`src/rtl/hazard_pkg.sv`:
```
// hazard_pkg: shared types and default sizing for the pipeline hazard/flush controller.
//   state_e        - controller FSM state, encoding visible on state_o
//   DefPcW         - default PC / branch-target width
//   DefRegAddrW    - default register-index width
//   DefCntW        - default performance-counter width
//   DefFlushCycles - default IF/ID squash length per taken branch
package hazard_pkg;

  typedef enum logic [1:0] {
    StRun      = 2'd0,
    StRedirect = 2'd1,
    StLuStall  = 2'd2,
    StMemWait  = 2'd3
  } state_e;

  localparam int unsigned DefPcW         = 64;
  localparam int unsigned DefRegAddrW    = 5;
  localparam int unsigned DefCntW        = 16;
  localparam int unsigned DefFlushCycles = 2;

endpackage

```
`src/rtl/sat_counter.sv`:
```
// sat_counter: event counter that sticks at all-ones instead of wrapping.
//   clk   - clock, rising edge
//   reset - asynchronous active-low reset, clears the count
//   inc   - count one event this cycle
//   count - current count
module sat_counter #(
  parameter int unsigned CNT_W = 16
) (
  input  logic             clk,
  input  logic             reset,
  input  logic             inc,
  output logic [CNT_W-1:0] count
);

  logic [CNT_W-1:0] r_count;

  always_ff @(posedge clk or negedge reset) begin
    if (!reset) begin
      r_count <= '0;
    end else if (inc && (r_count != '1)) begin
      r_count <= r_count + CNT_W'(1);
    end
  end

  assign count = r_count;

endmodule

```
`src/rtl/hazard_flush_controller.sv`:
```
// hazard_flush_controller: pipeline sequencing for the 5-stage core.
// Inputs : clk, reset (async active-low), branch_taken/branch_target (EX decision),
//          id_ex_mem_read/id_ex_rd and if_id_rs1/if_id_rs2/if_id_uses_rs2 (load-use
//          operands), mem_busy (data memory not ready).
// Outputs: pc_write, if_id_write (enables), if_id_flush, id_ex_flush, ex_mem_hold,
//          pc_sel/redirect_pc (PC redirect), state_o (FSM state),
//          flush_count/stall_count (saturating performance counters).
// Outputs are combinational from the registered state plus the current inputs.
module hazard_flush_controller
  import hazard_pkg::*;
#(
  parameter int unsigned PC_W         = DefPcW,
  parameter int unsigned REG_ADDR_W   = DefRegAddrW,
  parameter int unsigned FLUSH_CYCLES = DefFlushCycles,
  parameter int unsigned CNT_W        = DefCntW
) (
  input  logic                  clk,
  input  logic                  reset,
  input  logic                  branch_taken,
  input  logic [PC_W-1:0]       branch_target,
  input  logic                  id_ex_mem_read,
  input  logic [REG_ADDR_W-1:0] id_ex_rd,
  input  logic [REG_ADDR_W-1:0] if_id_rs1,
  input  logic [REG_ADDR_W-1:0] if_id_rs2,
  input  logic                  if_id_uses_rs2,
  input  logic                  mem_busy,
  output logic                  pc_write,
  output logic                  if_id_write,
  output logic                  if_id_flush,
  output logic                  id_ex_flush,
  output logic                  ex_mem_hold,
  output logic                  pc_sel,
  output logic [PC_W-1:0]       redirect_pc,
  output logic [1:0]            state_o,
  output logic [CNT_W-1:0]      flush_count,
  output logic [CNT_W-1:0]      stall_count
);

  // Squash counter holds the remaining extra squash cycles (at most FLUSH_CYCLES-1).
  localparam int unsigned SqW = (FLUSH_CYCLES > 1) ? $clog2(FLUSH_CYCLES) : 1;

  state_e          r_state;
  logic            r_pend_valid;
  logic [PC_W-1:0] r_pend_target;
  logic [SqW-1:0]  r_squash;

  state_e          w_state_d;
  logic            w_pend_valid_d;
  logic [PC_W-1:0] w_pend_target_d;
  logic [SqW-1:0]  w_squash_d;

  logic            w_lu_hit;
  logic            w_run_eval;   // apply the RUN priority chain this cycle
  logic            w_lu_en;      // load-use detection allowed in that evaluation
  logic            w_redir;      // a redirect event fires this cycle
  logic [PC_W-1:0] w_redir_tgt;
  logic            w_flush_inc;
  logic            w_stall_inc;

  assign w_lu_hit = id_ex_mem_read && (id_ex_rd != '0) &&
                    ((id_ex_rd == if_id_rs1) || (if_id_uses_rs2 && (id_ex_rd == if_id_rs2)));

  always_comb begin
    pc_write        = 1'b1;
    if_id_write     = 1'b1;
    if_id_flush     = 1'b0;
    id_ex_flush     = 1'b0;
    ex_mem_hold     = 1'b0;
    pc_sel          = 1'b0;
    redirect_pc     = '0;
    w_state_d       = r_state;
    w_pend_valid_d  = r_pend_valid;
    w_pend_target_d = r_pend_target;
    w_squash_d      = r_squash;
    w_run_eval      = 1'b0;
    w_lu_en         = 1'b0;
    w_redir         = 1'b0;
    w_redir_tgt     = branch_target;
    w_flush_inc     = 1'b0;
    w_stall_inc     = 1'b0;

    unique case (r_state)
      StRun: begin
        w_run_eval = 1'b1;
        w_lu_en    = 1'b1;
      end
      StLuStall: begin
        // The bubble cycle: only a memory stall can change what happens here.
        if (mem_busy) begin
          w_run_eval = 1'b1;
        end else begin
          w_state_d = StRun;
        end
      end
      StRedirect: begin
        // EX holds a bubble, so branch_taken is not looked at.
        if_id_flush = 1'b1;
        if (mem_busy) begin
          pc_write    = 1'b0;
          if_id_write = 1'b0;
          ex_mem_hold = 1'b1;
        end else if (r_squash <= SqW'(1)) begin
          w_squash_d = '0;
          w_state_d  = StRun;
        end else begin
          w_squash_d = r_squash - SqW'(1);
        end
      end
      StMemWait: begin
        if (mem_busy) begin
          pc_write    = 1'b0;
          if_id_write = 1'b0;
          ex_mem_hold = 1'b1;
          w_stall_inc = 1'b1;
          // The frozen EX instruction can only resolve one branch.
          if (branch_taken && !r_pend_valid) begin
            w_pend_valid_d  = 1'b1;
            w_pend_target_d = branch_target;
          end
        end else if (r_pend_valid) begin
          // A concurrent branch_taken is the same buffered branch: one event.
          w_redir        = 1'b1;
          w_redir_tgt    = r_pend_target;
          w_pend_valid_d = 1'b0;
        end else begin
          w_run_eval = 1'b1;
          w_lu_en    = 1'b1;
        end
      end
      default: w_state_d = StRun;
    endcase

    if (w_run_eval) begin
      if (mem_busy) begin
        pc_write    = 1'b0;
        if_id_write = 1'b0;
        ex_mem_hold = 1'b1;
        w_stall_inc = 1'b1;
        w_state_d   = StMemWait;
        if (branch_taken) begin
          w_pend_valid_d  = 1'b1;
          w_pend_target_d = branch_target;
        end
      end else if (branch_taken) begin
        w_redir = 1'b1;
      end else if (w_lu_en && w_lu_hit) begin
        pc_write    = 1'b0;
        if_id_write = 1'b0;
        id_ex_flush = 1'b1;
        w_stall_inc = 1'b1;
        w_state_d   = StLuStall;
      end else begin
        w_state_d = StRun;
      end
    end

    if (w_redir) begin
      pc_sel      = 1'b1;
      redirect_pc = w_redir_tgt;
      if_id_flush = 1'b1;
      id_ex_flush = 1'b1;
      w_flush_inc = 1'b1;
      if (FLUSH_CYCLES > 1) begin
        w_state_d  = StRedirect;
        w_squash_d = SqW'(FLUSH_CYCLES - 1);
      end else begin
        w_state_d = StRun;
      end
    end
  end

  always_ff @(posedge clk or negedge reset) begin
    if (!reset) begin
      r_state       <= StRun;
      r_pend_valid  <= 1'b0;
      r_pend_target <= '0;
      r_squash      <= '0;
    end else begin
      r_state       <= w_state_d;
      r_pend_valid  <= w_pend_valid_d;
      r_pend_target <= w_pend_target_d;
      r_squash      <= w_squash_d;
    end
  end

  assign state_o = r_state;

  sat_counter #(
    .CNT_W(CNT_W)
  ) u_flush_cnt (
    .clk  (clk),
    .reset(reset),
    .inc  (w_flush_inc),
    .count(flush_count)
  );

  sat_counter #(
    .CNT_W(CNT_W)
  ) u_stall_cnt (
    .clk  (clk),
    .reset(reset),
    .inc  (w_stall_inc),
    .count(stall_count)
  );

endmodule

```
`config.mk`:
```
export PLATFORM = sky130hd
export DESIGN_NAME = hazard_flush_controller
export DESIGN_NICKNAME = d
export VERILOG_FILES = /design/src/rtl/hazard_pkg.sv /design/src/rtl/sat_counter.sv /design/src/rtl/hazard_flush_controller.sv
export SDC_FILE = /design/constraint.sdc
export NUM_CORES = 1
export LEC_CHECK = 0
export ABC_AREA = 1
export CAP_MARGIN = 20
export CORE_MARGIN = 8
export CORE_UTILIZATION = 43
export CTS_CLUSTER_SIZE = 40
export DETAILED_ROUTE_END_ITERATION = 8
export PLACE_DENSITY = 0.78
export SETUP_SLACK_MARGIN = 0.02
export SYNTH_ARGS = -nofsm -noshare
export SYNTH_HDL_FRONTEND = slang
export SYNTH_SLANG_ARGS = --single-unit
```
`constraint.sdc`:
```
create_clock -name clk -period 2.5 [get_ports clk]
set_input_delay 0.75 -clock clk [delete_from_list [all_inputs] [get_ports clk]]
set_output_delay 0.75 -clock clk [all_outputs]
set_load 0.02 [all_outputs]
```
Word level (Yosys, flattened, before mapping) --
Cells that the tools add are included.
Word-level totals: flip-flop bits (word level) 100, output and inout port bits 104, input bits 85
Operators by class: reduce and logical (&&, ||, !) cells 14, equal/unequal tests 8, mux-type cells 62, order comparisons 1, add/subtract/negate cells 3
Operator list (count):
- $mux W64 | 10
- $mux W1 | 41
- $add A16 B1 Y16 const B | 2
- $ne A16 B16 Y1 const B | 2
- $mux W2 | 8
- $eq A5 B5 Y1 | 2
- $logic_and A1 B1 Y1 | 7
- $reduce_bool A5 Y1 | 1
- $eq A2 B2 Y1 const B | 2
- $pmux W2 S2 | 1
- $pmux W1 S3 | 1
- $eq A2 B1 Y1 const B | 1
- $logic_not A2 Y1 | 1
- $ne A2 B1 Y1 const B | 1
- $pmux W1 S2 | 1
- $reduce_and A2 Y1 | 1
- $reduce_bool A2 Y1 | 1
- $reduce_or A2 Y1 | 1
- $le A1 B1 Y1 const B | 1
- $logic_not A1 Y1 | 1
- $logic_or A1 B1 Y1 | 1
- $sub A1 B1 Y1 const B | 1

Longest topological paths before layout --
Gate-level depths: netlist (run 1).
word-level depth 10, mapped depth 13, gate-level depth less buffers 12

Cells and area by module --
Synthesis (run 1) repeated with hierarchy kept, for this count alone.
Second synthesis, totals: cell total of the unflattened synthesis 898, area, all modules 6436.2 um2
Modules (own cells, without submodules):
- hazard_flush_controller | area each 4379.2 um2, instances 1, cells an instance 613, sequential area each 1676.6 um2
- sat_counter at u_flush_cnt | area each 1031.0 um2, instances 1, cells an instance 147, sequential area each 400.4 um2
- sat_counter at u_stall_cnt | area each 1026.0 um2, instances 1, cells an instance 138, sequential area each 400.4 um2

Worst setup path after synthesis (run 1) --
OpenSTA, ideal clock, no wires.
path kind register -> output, start point register r_state[1] (netlist: state_o[1]), end point output port pc_write, path slack -0.294 ns, data required time 1.750 ns, cell stages (with the launch flop) 11, path buffers 2, arrival time 2.044 ns, cell sequence dfrtp_1 > inv_1 > ha_1 > nor2_1 > nand3_1 > nor2_1 > nand2_1 > nand2_2 > buf_2 > nand2_1 > buf_4
Between the ends: word-level cells in the longest chain between the ends 7
Ends and longest elaborated chain:
- from (decl) | line hazard_flush_controller.sv:42 | state_e r_state;
- from (signal assigned) | line hazard_flush_controller.sv:174 | r_state <= StRun;
- from (signal assigned) | line hazard_flush_controller.sv:179 | r_state <= w_state_d;
- $eq A2 B2 Y1 (tied with other cells)
- $pmux W1 S2 or $reduce_or A2 Y1 (tied branches)
- $logic_and A1 B1 Y1 or $mux W1 (tied branches)
- $mux W1 (3 in series)
- $mux W1 (*)
- to (decl) | line hazard_flush_controller.sv:27 | output logic pc_write,
Mark *: on every way between the ends. The rest lies on a longest branch, timed or not.

Worst setup path after layout (run 1) --
start point input port mem_busy, end point output port redirect_pc[27]
Between the ends: word-level cells in the longest chain between the ends 6
Ends and longest elaborated chain:
- from (decl) | line hazard_flush_controller.sv:26 | input logic mem_busy,
- $mux W1 | line hazard_flush_controller.sv:110 | if (mem_busy) begin
- $mux W1 | line hazard_flush_controller.sv:82 | unique case (r_state)
- $mux W1 | line hazard_flush_controller.sv:144 | end else if (branch_taken) begin
- $mux W1 | line hazard_flush_controller.sv:134 | if (mem_busy) begin
- $mux W1 | line hazard_flush_controller.sv:133 | if (w_run_eval) begin
- $mux W64 (*) | line hazard_flush_controller.sv:157 | if (w_redir) begin
- to (decl) | line hazard_flush_controller.sv:33 | output logic [PC_W-1:0] redirect_pc,
Marks and branches as above.

==> results of run 1 <==
==> Yosys cell counts, types with 2 or more instances <==
library cell    n
a21oi_1        39
buf_4           3
nand3_1        98
xnor2_1        16
xor2_1         14
buf_6          11
nand3_2         4
dfrtp_1        99
nand2_1       391
buf_2          15
o21ai_0         6
buf_1           4
clkbuf_1       15
nand4_1         6
ha_1            6
nor2_1         23
nor3_1         12
a21oi_2        27
o211ai_1        3
inv_4           2
nand2_2         5
inv_1          41
==> through the flow <==
step                setup WS (ps)  util, %  TNS, ps
detailed placement          -1150     65.2   -83090
global route                 -324     72.8   -19760
finish                       -273     72.8   -15470
floorplan                   -16.1        -     -552
global placement            -1110     65.2   -78520
CTS                          -252     70.2   -15670
==> kinds of logic after synthesis <==
logic type,after synthesis,share of synthesized area (%)
fa+ha+maj,6,1.24
simple gates,543,37.2
compound gates,79,8.55
xor+xnor,30,4.33
flops,99,40.8
buf+inv,93,7.87
==> cells in the final DEF (no fill, tap or decap), types with 10 or more instances in the layout <==
master | Yosys | final
inv_1 | 41 | 37
dlygate4sd2_1 | 0 | 13
nand2_1 | 391 | 384
buf_6 | 11 | 72
a21oi_4 | 0 | 60
buf_4 | 3 | 68
nand3_1 | 98 | 97
buf_16 | 0 | 10
dfrtp_1 | 99 | 97
clkbuf_16 | 0 | 12
nor3_1 | 12 | 12
nor2_1 | 23 | 22
xnor2_1 | 16 | 16
xor2_1 | 14 | 14
clkdlybuf4s50_1 | 0 | 102
==> routing by layer <==
layer | global-route usage [%] | wire length [um] | part of all wire [%]
met1 | 28.7 | 9330 | 43
met2 | 38.6 | 10700 | 50
met3 | 4.20 | 1320 | 6.1
met4 | 6.74 | 273 | 1.3
met5 | 0 | 0 | 0
==> repair_timing <==
action                                  CTS  global route
pin swaps                                16            12
resized for setup                       464            42
endpoints found under the setup margin   70            70
buffers inserted                          4             6
cloned                                    8             3
==> final cells by class <==
type | count | area (sq um) | share of cell area (%)
Clock inverter | 4 | 72.6 | 0.721
Clock buffer | 12 | 256 | 2.55
Sequential cell | 99 | 2480 | 24.6
Multi-Input combinational cell | 658 | 3830 | 38.0
Inverter | 44 | 210 | 2.09
Timing Repair Buffer | 277 | 2980 | 29.6
Timing Repair inverter | 1 | 16.3 | 0.162
Tap cell | 180 | 225 | 2.24
==> worst max-delay path, stage by stage <==
cell     delay (ps)
buf_4           160
inv_16           60
nand3_4         120
a21oi_4         180
nand2_4          80
nand2_8         130
inv_16           70
buf_16          160
a21oi_4         150
buf_6           140
==> power by group through the flow <==
stage / Combinational [mW] / Sequential [mW] / Clock, mW
after floorplan: 2.41 / 2.60 / 0
after global placement: 3.87 / 2.55 / 0
after detailed placement: 3.96 / 2.57 / 0
after CTS: 4.42 / 2.57 / 1.55
after global routing: 5.12 / 2.66 / 1.61
final: 4.76 / 2.60 / 1.53
==> sequential cells by signal (all words and copies together) (netlist names) <==
register and cells:
r_pend_target 64, u_flush_cnt.count 16, u_stall_cnt.count 16, state_o 2
r_pend_valid 1
==> worst paths after layout <==
kind	startpoint	slack, ps	end
hold reg to reg	r_pend_target[8]	510	r_pend_target[8]
setup reg to reg	state_o[1]	490	u_flush_cnt.count[10]
hold / removal	reset	260	r_pend_target[60]
setup / recovery	mem_busy	-270	redirect_pc[27]
max in group asynchronous	reset	1530	state_o[1]
min in group clk	r_pend_target[8]	510	r_pend_target[8]
==> flow_summary.yaml, run 1 <==
status:
  violations: "setup timing"
  status: "finished, violations left"
floorplanning:
  num_rows: 43
  die-area_sq_um: 18200
  ios: 189
  core_sq_um: 13800
  start_util_pct: 43.9
  die-width_um: 135
  die_height_um: 135
drt:
  num_vias: 6646
  wirelength_um: 21700
  routed_via_density: 5.21
  drtPass1Iterations: 5
  wire_per_inst_um: 17.0
  ant_nets: 0
  drc: 0
  drt_iter0_markers: 523
clocking:
  cts_sinks: 99
  numCtsBuffers: 9
  clock_path_buffers: 2
  htreeDepth: 3
  clk_pin_slew_worst_paths_ps: 60
  insertion_delay_ps: 350
  root_buffer: "clkbuf_16"
  cts_tree: "done"
  postCtsHoldBufs: 0
layout:
  antennaDiodeCount: 0
  fin_nets: 1181
  fillCellCount: 1037
  stdcell_area_sq_um: 10100
  area_delta_synth_final_pct: 65.8
  final_cells: 1275
  drive_gt1_share_pct: 25.4
place:
  place.port_buffers: 188
  dp.cells: 1240
  place_hpwl_um: 13900
  place_area_sq_um: 9010
  gp_congestion: 0.881
yosys:
  yosysSeqAreaShare_pct: 40.8
  syn_inst: 850
  synth-seq-cells: 99
  synthFlopType: "dfrtp_1"
  avgSynthCellArea_sq_um: 7.14
  synth_nets: 941
  ys_warn_count: 0
  synth_top_cell_by_area: "dfrtp_1"
  synth_edf_count: 0
  synth_cell_type_count: 32
  synth_area_sq_um: 6070
  yosys-top-cells-area: "dfrtp_1 (41%), nand2_1 (24%), nand3_1 (8.1%)"
  yosysTopAreaCellShare_pct: 40.8
  ys_async_sr_fraction_pct: 100
worst_hold_path:
  holdCritPathClass: "primary input to asynchronous set/reset pin"
worst_setup_path:
  endpoint_kind: "output pin"
  cp_max_fo: 7
  crit_type: "primary input to output pin"
  required_ps: 1750
  worstSetupStartpointType: "primary input"
  r2r_cells: 13
  crit_arrival_ps: 2020
sta:
  min_period_ps: 2770
  drv_slew: 0
  skew_ps: 8.01
  hold_viol_final: 0
  tightest_slew_ps: 450
  setup_viol: 69
  fmax_mhz: 361
  slew_headroom_pct: 70.0
  fin_ws_ps: -273
  min_period_over_period_pct: 111
  whs_ps: 259
  rsz0062_at_grt: "true"
power:
  power_density_nw_per_um2: 883
  p_int_mw: 5.29
  swShare_pct: 40.5
  p_leak_nw: 4.67
  clkPwrFrac_pct: 17.2
  total_power_mw: 8.89
  vdd_drop_max_mv: 0.613
  comb_power_share_pct: 53.6
  seqPwrFrac_pct: 29.2
  switching_power_mw: 3.60
grt:
  antenna_found_initial: 0
  overflow: 0
  track_usage_pct: 22.7
  grt_pass1_vias: 6513
  grt_first_pass_wirelength_um: 33400
  grt_max_degree: 85
flow_run:
  cap_viol_max_count: 0
No activity file was read; power rests on OpenSTA's default activity.
==> run 2, diff against run 1 <==
Settings changed: CORE_UTILIZATION 43 to 58, DONT_BUFFER_PORTS from default to 1, PLACE_DENSITY 0.78 to 0.76.
==> flow_summary.yaml, run 2 (synthesis gave the netlist of run 1 again) <==
clocking:
  clk_pin_slew_worst_paths_ps: 110
  insertion_delay_ps: 370
  postCtsHoldBufs: 0
  clock_path_buffers: 2
  cts_tree: "done"
  cts_sinks: 99
  htreeDepth: 3
  numCtsBuffers: 9
  root_buffer: "clkbuf_8"
layout:
  largest_register_ffs: 64
  regMostFlops: "r_pend_target"
  fillCellCount: 747
  final_common_cell: "nand2_1"
  drive_gt1_share_pct: 20.7
  stdcell_area_sq_um: 7600
  final_cell_mix: "nand2_1 (383), nand3_1 (97), dfrtp_1 (97), a21oi_4 (49), inv_1 (39)"
  area_delta_synth_final_pct: 25.1
  fin_nets: 972
  antennaDiodeCount: 0
worst_setup_path:
  endpoint_kind: "output pin"
  crit_type: "register to output pin"
  required_ps: 1750
  worstSetupStartpointType: "register"
  r2r_setup_slack_ps: 340
  crit_arrival_ps: 2060
  cp_max_fo: 7
place:
  place.port_buffers: 0
  gp_congestion: 0.942
  place_area_sq_um: 6960
  place_hpwl_um: 12200
drt:
  num_vias: 5796
  drt_iter0_markers: 466
  ant_nets: 0
  routed_via_density: 5.67
  drtPass1Iterations: 7
  drc: 0
  wirelength_um: 17300
  wire_per_inst_um: 16.9
grt:
  overflow: 0
  track_usage_pct: 24.1
  grt_max_degree: 100
  grt_pass1_vias: 5723
  antenna_found_initial: 0
  grt_first_pass_wirelength_um: 28200
sta:
  min_period_over_period_pct: 112
  hold_viol_final: 0
  drv_slew: 0
  rsz0062_at_grt: "true"
  slew_headroom_pct: 56.1
  tightest_slew_ps: 658
  setup_viol: 69
  fmax_mhz: 356
  min_period_ps: 2810
  fin_ws_ps: -309
  skew_ps: 13.1
power:
  p_leak_nw: 3.56
  vdd_drop_max_mv: 0.669
  total_power_mw: 7.23
  power_density_nw_per_um2: 952
flow_run:
  cap_viol_max_count: 0
floorplanning:
  start_util_pct: 59.3
  core_sq_um: 10200
  ios: 189
  die-width_um: 118
  die-area_sq_um: 14000
  num_rows: 37
  die_height_um: 118
status:
  status: "finished, violations left"
  violations: "setup timing"
worst_hold_path:
  holdCritPathClass: "primary input to asynchronous set/reset pin"
## run 2: final timing paths
check | startpoint | endpoint | depth (start not counted)
worst max-delay path | state_o[1] | redirect_pc[62] | 10
worst min-delay path | reset | r_pend_target[51] | 0
worst max register to register | state_o[1] | u_stall_cnt.count[13] | 12
worst min register to register | r_pend_target[33] | r_pend_target[33] | 2
max in group asynchronous | reset | r_pend_target[35] | 0
min in group clk | branch_target[29] | r_pend_target[29] | 2
## run 2: stage by stage
step / hold slack, ps / cells / util, % / TNS (ps) / worst slack (ps)
2_1_floorplan: 454 / 850 / - / -552 / -16.1
3_3_place_gp: 458 / 999 / 68.0 / -688 / -69.0
3_5_place_dp: 457 / 999 / 68.0 / -1520 / -88.4
4_1_cts: 42.6 / 1020 / 72.2 / -16900 / -312
5_1_grt: 32.2 / 1022 / 74.3 / -21550 / -374
6_report: 59.1 / 1022 / 74.3 / -16720 / -309
## run 2: cell type report
type                       count  area, sq um  share of cell area, %
clock buffer                  10          138                   1.81
clock inverter                 6         57.6                  0.758
inverter                      44          196                   2.59
multi-input combinational    658         3770                   49.6
sequential                    99         2480                   32.6
tap                          136          170                   2.24
timing repair buffer          69          790                   10.4
## run 2: where the power goes
group,switching [mW],internal [mW]
logic,2.18,1.40
registers,0.472,2.17
clock network,0.600,0.410
## run 2: per-layer routing
| layer | global-route usage, % | vias to the layer above | part of all wire (%) | wire length (um) |
|---|---|---|---|---|
| li1 | - | 2766 | - | - |
| met1 | 27.7 | 2763 | 38 | 6610 |
| met2 | 41.3 | 237 | 50 | 8690 |
| met3 | 6.95 | 30 | 9.2 | 1590 |
| met4 | 9.85 | 0 | 2.1 | 368 |
| met5 | 0 | - | 0 | 0 |
## run 2: timing repair
action	CTS	global route
resized for setup	30	39
setup buffers	2	3
endpoints found under the setup margin	69	70
pin swaps	8	11
gates cloned	3	0
## run 2: critical path, stage by stage, from the launching register on
cell,delay [ps]
dfrtp_2,480
ha_4,190
nand2_4,80
nand3_4,90
o21ai_4,90
nand2_2,120
nand2_8,100
inv_12,60
buf_16,150
buf_12,140
a21oi_4,190
==> run 3, diff against run 2 <==
Settings changed: CORE_MARGIN 8 to 1.5.
==> flow_summary.yaml, run 3 (synthesis gave the netlist of run 1 again) <==
drt:
  ant_nets: 0
  wirelength_um: 16800
  routed_via_density: 5.70
  drt_iter0_markers: 410
  num_vias: 5800
  drc: 0
  drtPass1Iterations: 5
  wire_per_inst_um: 16.5
layout:
  fin_nets: 968
  largest_register_ffs: 64
  final_common_cell: "nand2_1"
  final_cells: 1018
  post-route-util_pct: 73.2
  area_delta_synth_final_pct: 23.4
  antennaDiodeCount: 0
  drive_gt1_share_pct: 20.4
  stdcell_area_sq_um: 7490
  regMostFlops: "r_pend_target"
  fillCellCount: 782
  final_cell_mix: "nand2_1 (384), nand3_1 (97), dfrtp_1 (97), a21oi_4 (50)"
place:
  gp_congestion: 0.927
  dp.cells: 995
  place_area_sq_um: 6920
  place_hpwl_um: 11100
  dp_slack_ps: -42.3
  place.port_buffers: 0
sta:
  fmax_mhz: 362
  min_period_ps: 2760
  drv_slew: 0
  fin_ws_ps: -265
  setup_viol: 69
  tightest_slew_ps: 681
  rsz0062_at_grt: "true"
  skew_ps: 14.1
  hold_viol_final: 0
  min_period_over_period_pct: 111
  slew_headroom_pct: 54.6
  whs_ps: 76.5
  setup_tns_ps: -14340
clocking:
  numCtsBuffers: 9
  htreeDepth: 3
  postCtsHoldBufs: 0
  clock_path_buffers: 2
  root_buffer: "clkbuf_8"
  insertion_delay_ps: 360
  clk_pin_slew_worst_paths_ps: 90
  cts_tree: "done"
  cts_sinks: 99
worst_setup_path:
  r2r-start: "u_flush_cnt.count[1]"
  required_ps: 1750
  cp_max_fo: 9
  crit_top_cell: "nand3_2"
  crit_type: "register to output pin"
  critPathTopFamily: "flip-flops"
  critPathBufInv: 3
  worstSetupStartpointType: "register"
  path_cells: "ha_4 > nand3_2 > nand3_2 > o21ai_4 > nand2_2 > nand2_8 > inv_12 > buf_12 > a21oi_4 > buf_4"
  cpPeakStageDelay_ps: 460
  crit_arrival_ps: 2010
  endpoint_kind: "output pin"
  startpoint: "state_o[1]"
  crit_slowest_cell: "dfrtp_2"
  r2r_setup_slack_ps: 380
grt:
  grt_pass1_vias: 5730
  overflow: 0
  grt_first_pass_wirelength_um: 26400
  track_usage_pct: 29.3
  antenna_found_initial: 0
  grt_max_degree: 100
floorplanning:
  die-area_sq_um: 11100
  die_height_um: 105
  core_sq_um: 10200
  ios: 189
  num_rows: 37
  start_util_pct: 59.3
  die-width_um: 105
power:
  p_leak_nw: 3.51
  vdd_drop_max_mv: 0.553
  power_density_nw_per_um2: 944
  total_power_mw: 7.08
worst_hold_path:
  holdCritPathClass: "primary input to asynchronous set/reset pin"
flow_run:
  cap_viol_max_count: 0
status:
  status: "finished, violations left"
  violations: "setup timing"
## run 3: cell types whose count changed in the layout (fill, tap and decap cells not counted), sizes merged
cell      before  now
inv           46   45
clkinv         4    3
clkbuf        10   12
clkinvlp       0    1
buf           69   64
## run 3: area by class of cell
type / instances / area (sq um) / area share (%)
Clock inverter: 5 / 35.0 / 0.468
Sequential cell: 99 / 2480 / 33.1
Clock buffer: 11 / 151 / 2.02
Tap cell: 136 / 170 / 2.27
Multi-Input combinational cell: 658 / 3750 / 50.0
Timing Repair Buffer: 65 / 708 / 9.45
Inverter: 44 / 199 / 2.66
## run 3: where the power goes
group	switching [mW]	internal, mW
logic	2.15	1.31
registers	0.482	2.17
clock network	0.543	0.418
total	3.18	3.90
## run 3: layer usage
metal / track usage [%] / vias up / share of wire [%]
met5: 0 / - / 0
met4: 14.0 / 0 / 2.6
met3: 5.26 / 39 / 6.7
met2: 50.0 / 233 / 51
met1: 35.9 / 2778 / 40
li1: - / 2750 / -
## run 3: final timing paths
path	to	cells past startpoint
hold reg to reg	r_pend_target[63]	2
min in group clk	r_pend_target[7]	2
max in group asynchronous	state_o[1]	0
setup reg to reg	u_flush_cnt.count[6]	8
hold / removal	r_pend_target[48]	0
setup / recovery	redirect_pc[26]	10
## run 3: timing repair
item | CTS | global route
endpoints found under the setup margin | 69 | 70
setup buffers | 2 | 2
cloned | 2 | 1
pin swaps | 5 | 2
gates resized for setup | 32 | 26
## run 3: worst register-to-register path, cell delays in order (launching register included)
cell	delay (ps)
dfrtp_1	530
ha_1	300
nand2_1	70
nor3_1	440
nand4_1	190
nand2_2	120
buf_4	220
nand2_1	80
o21ai_0	90
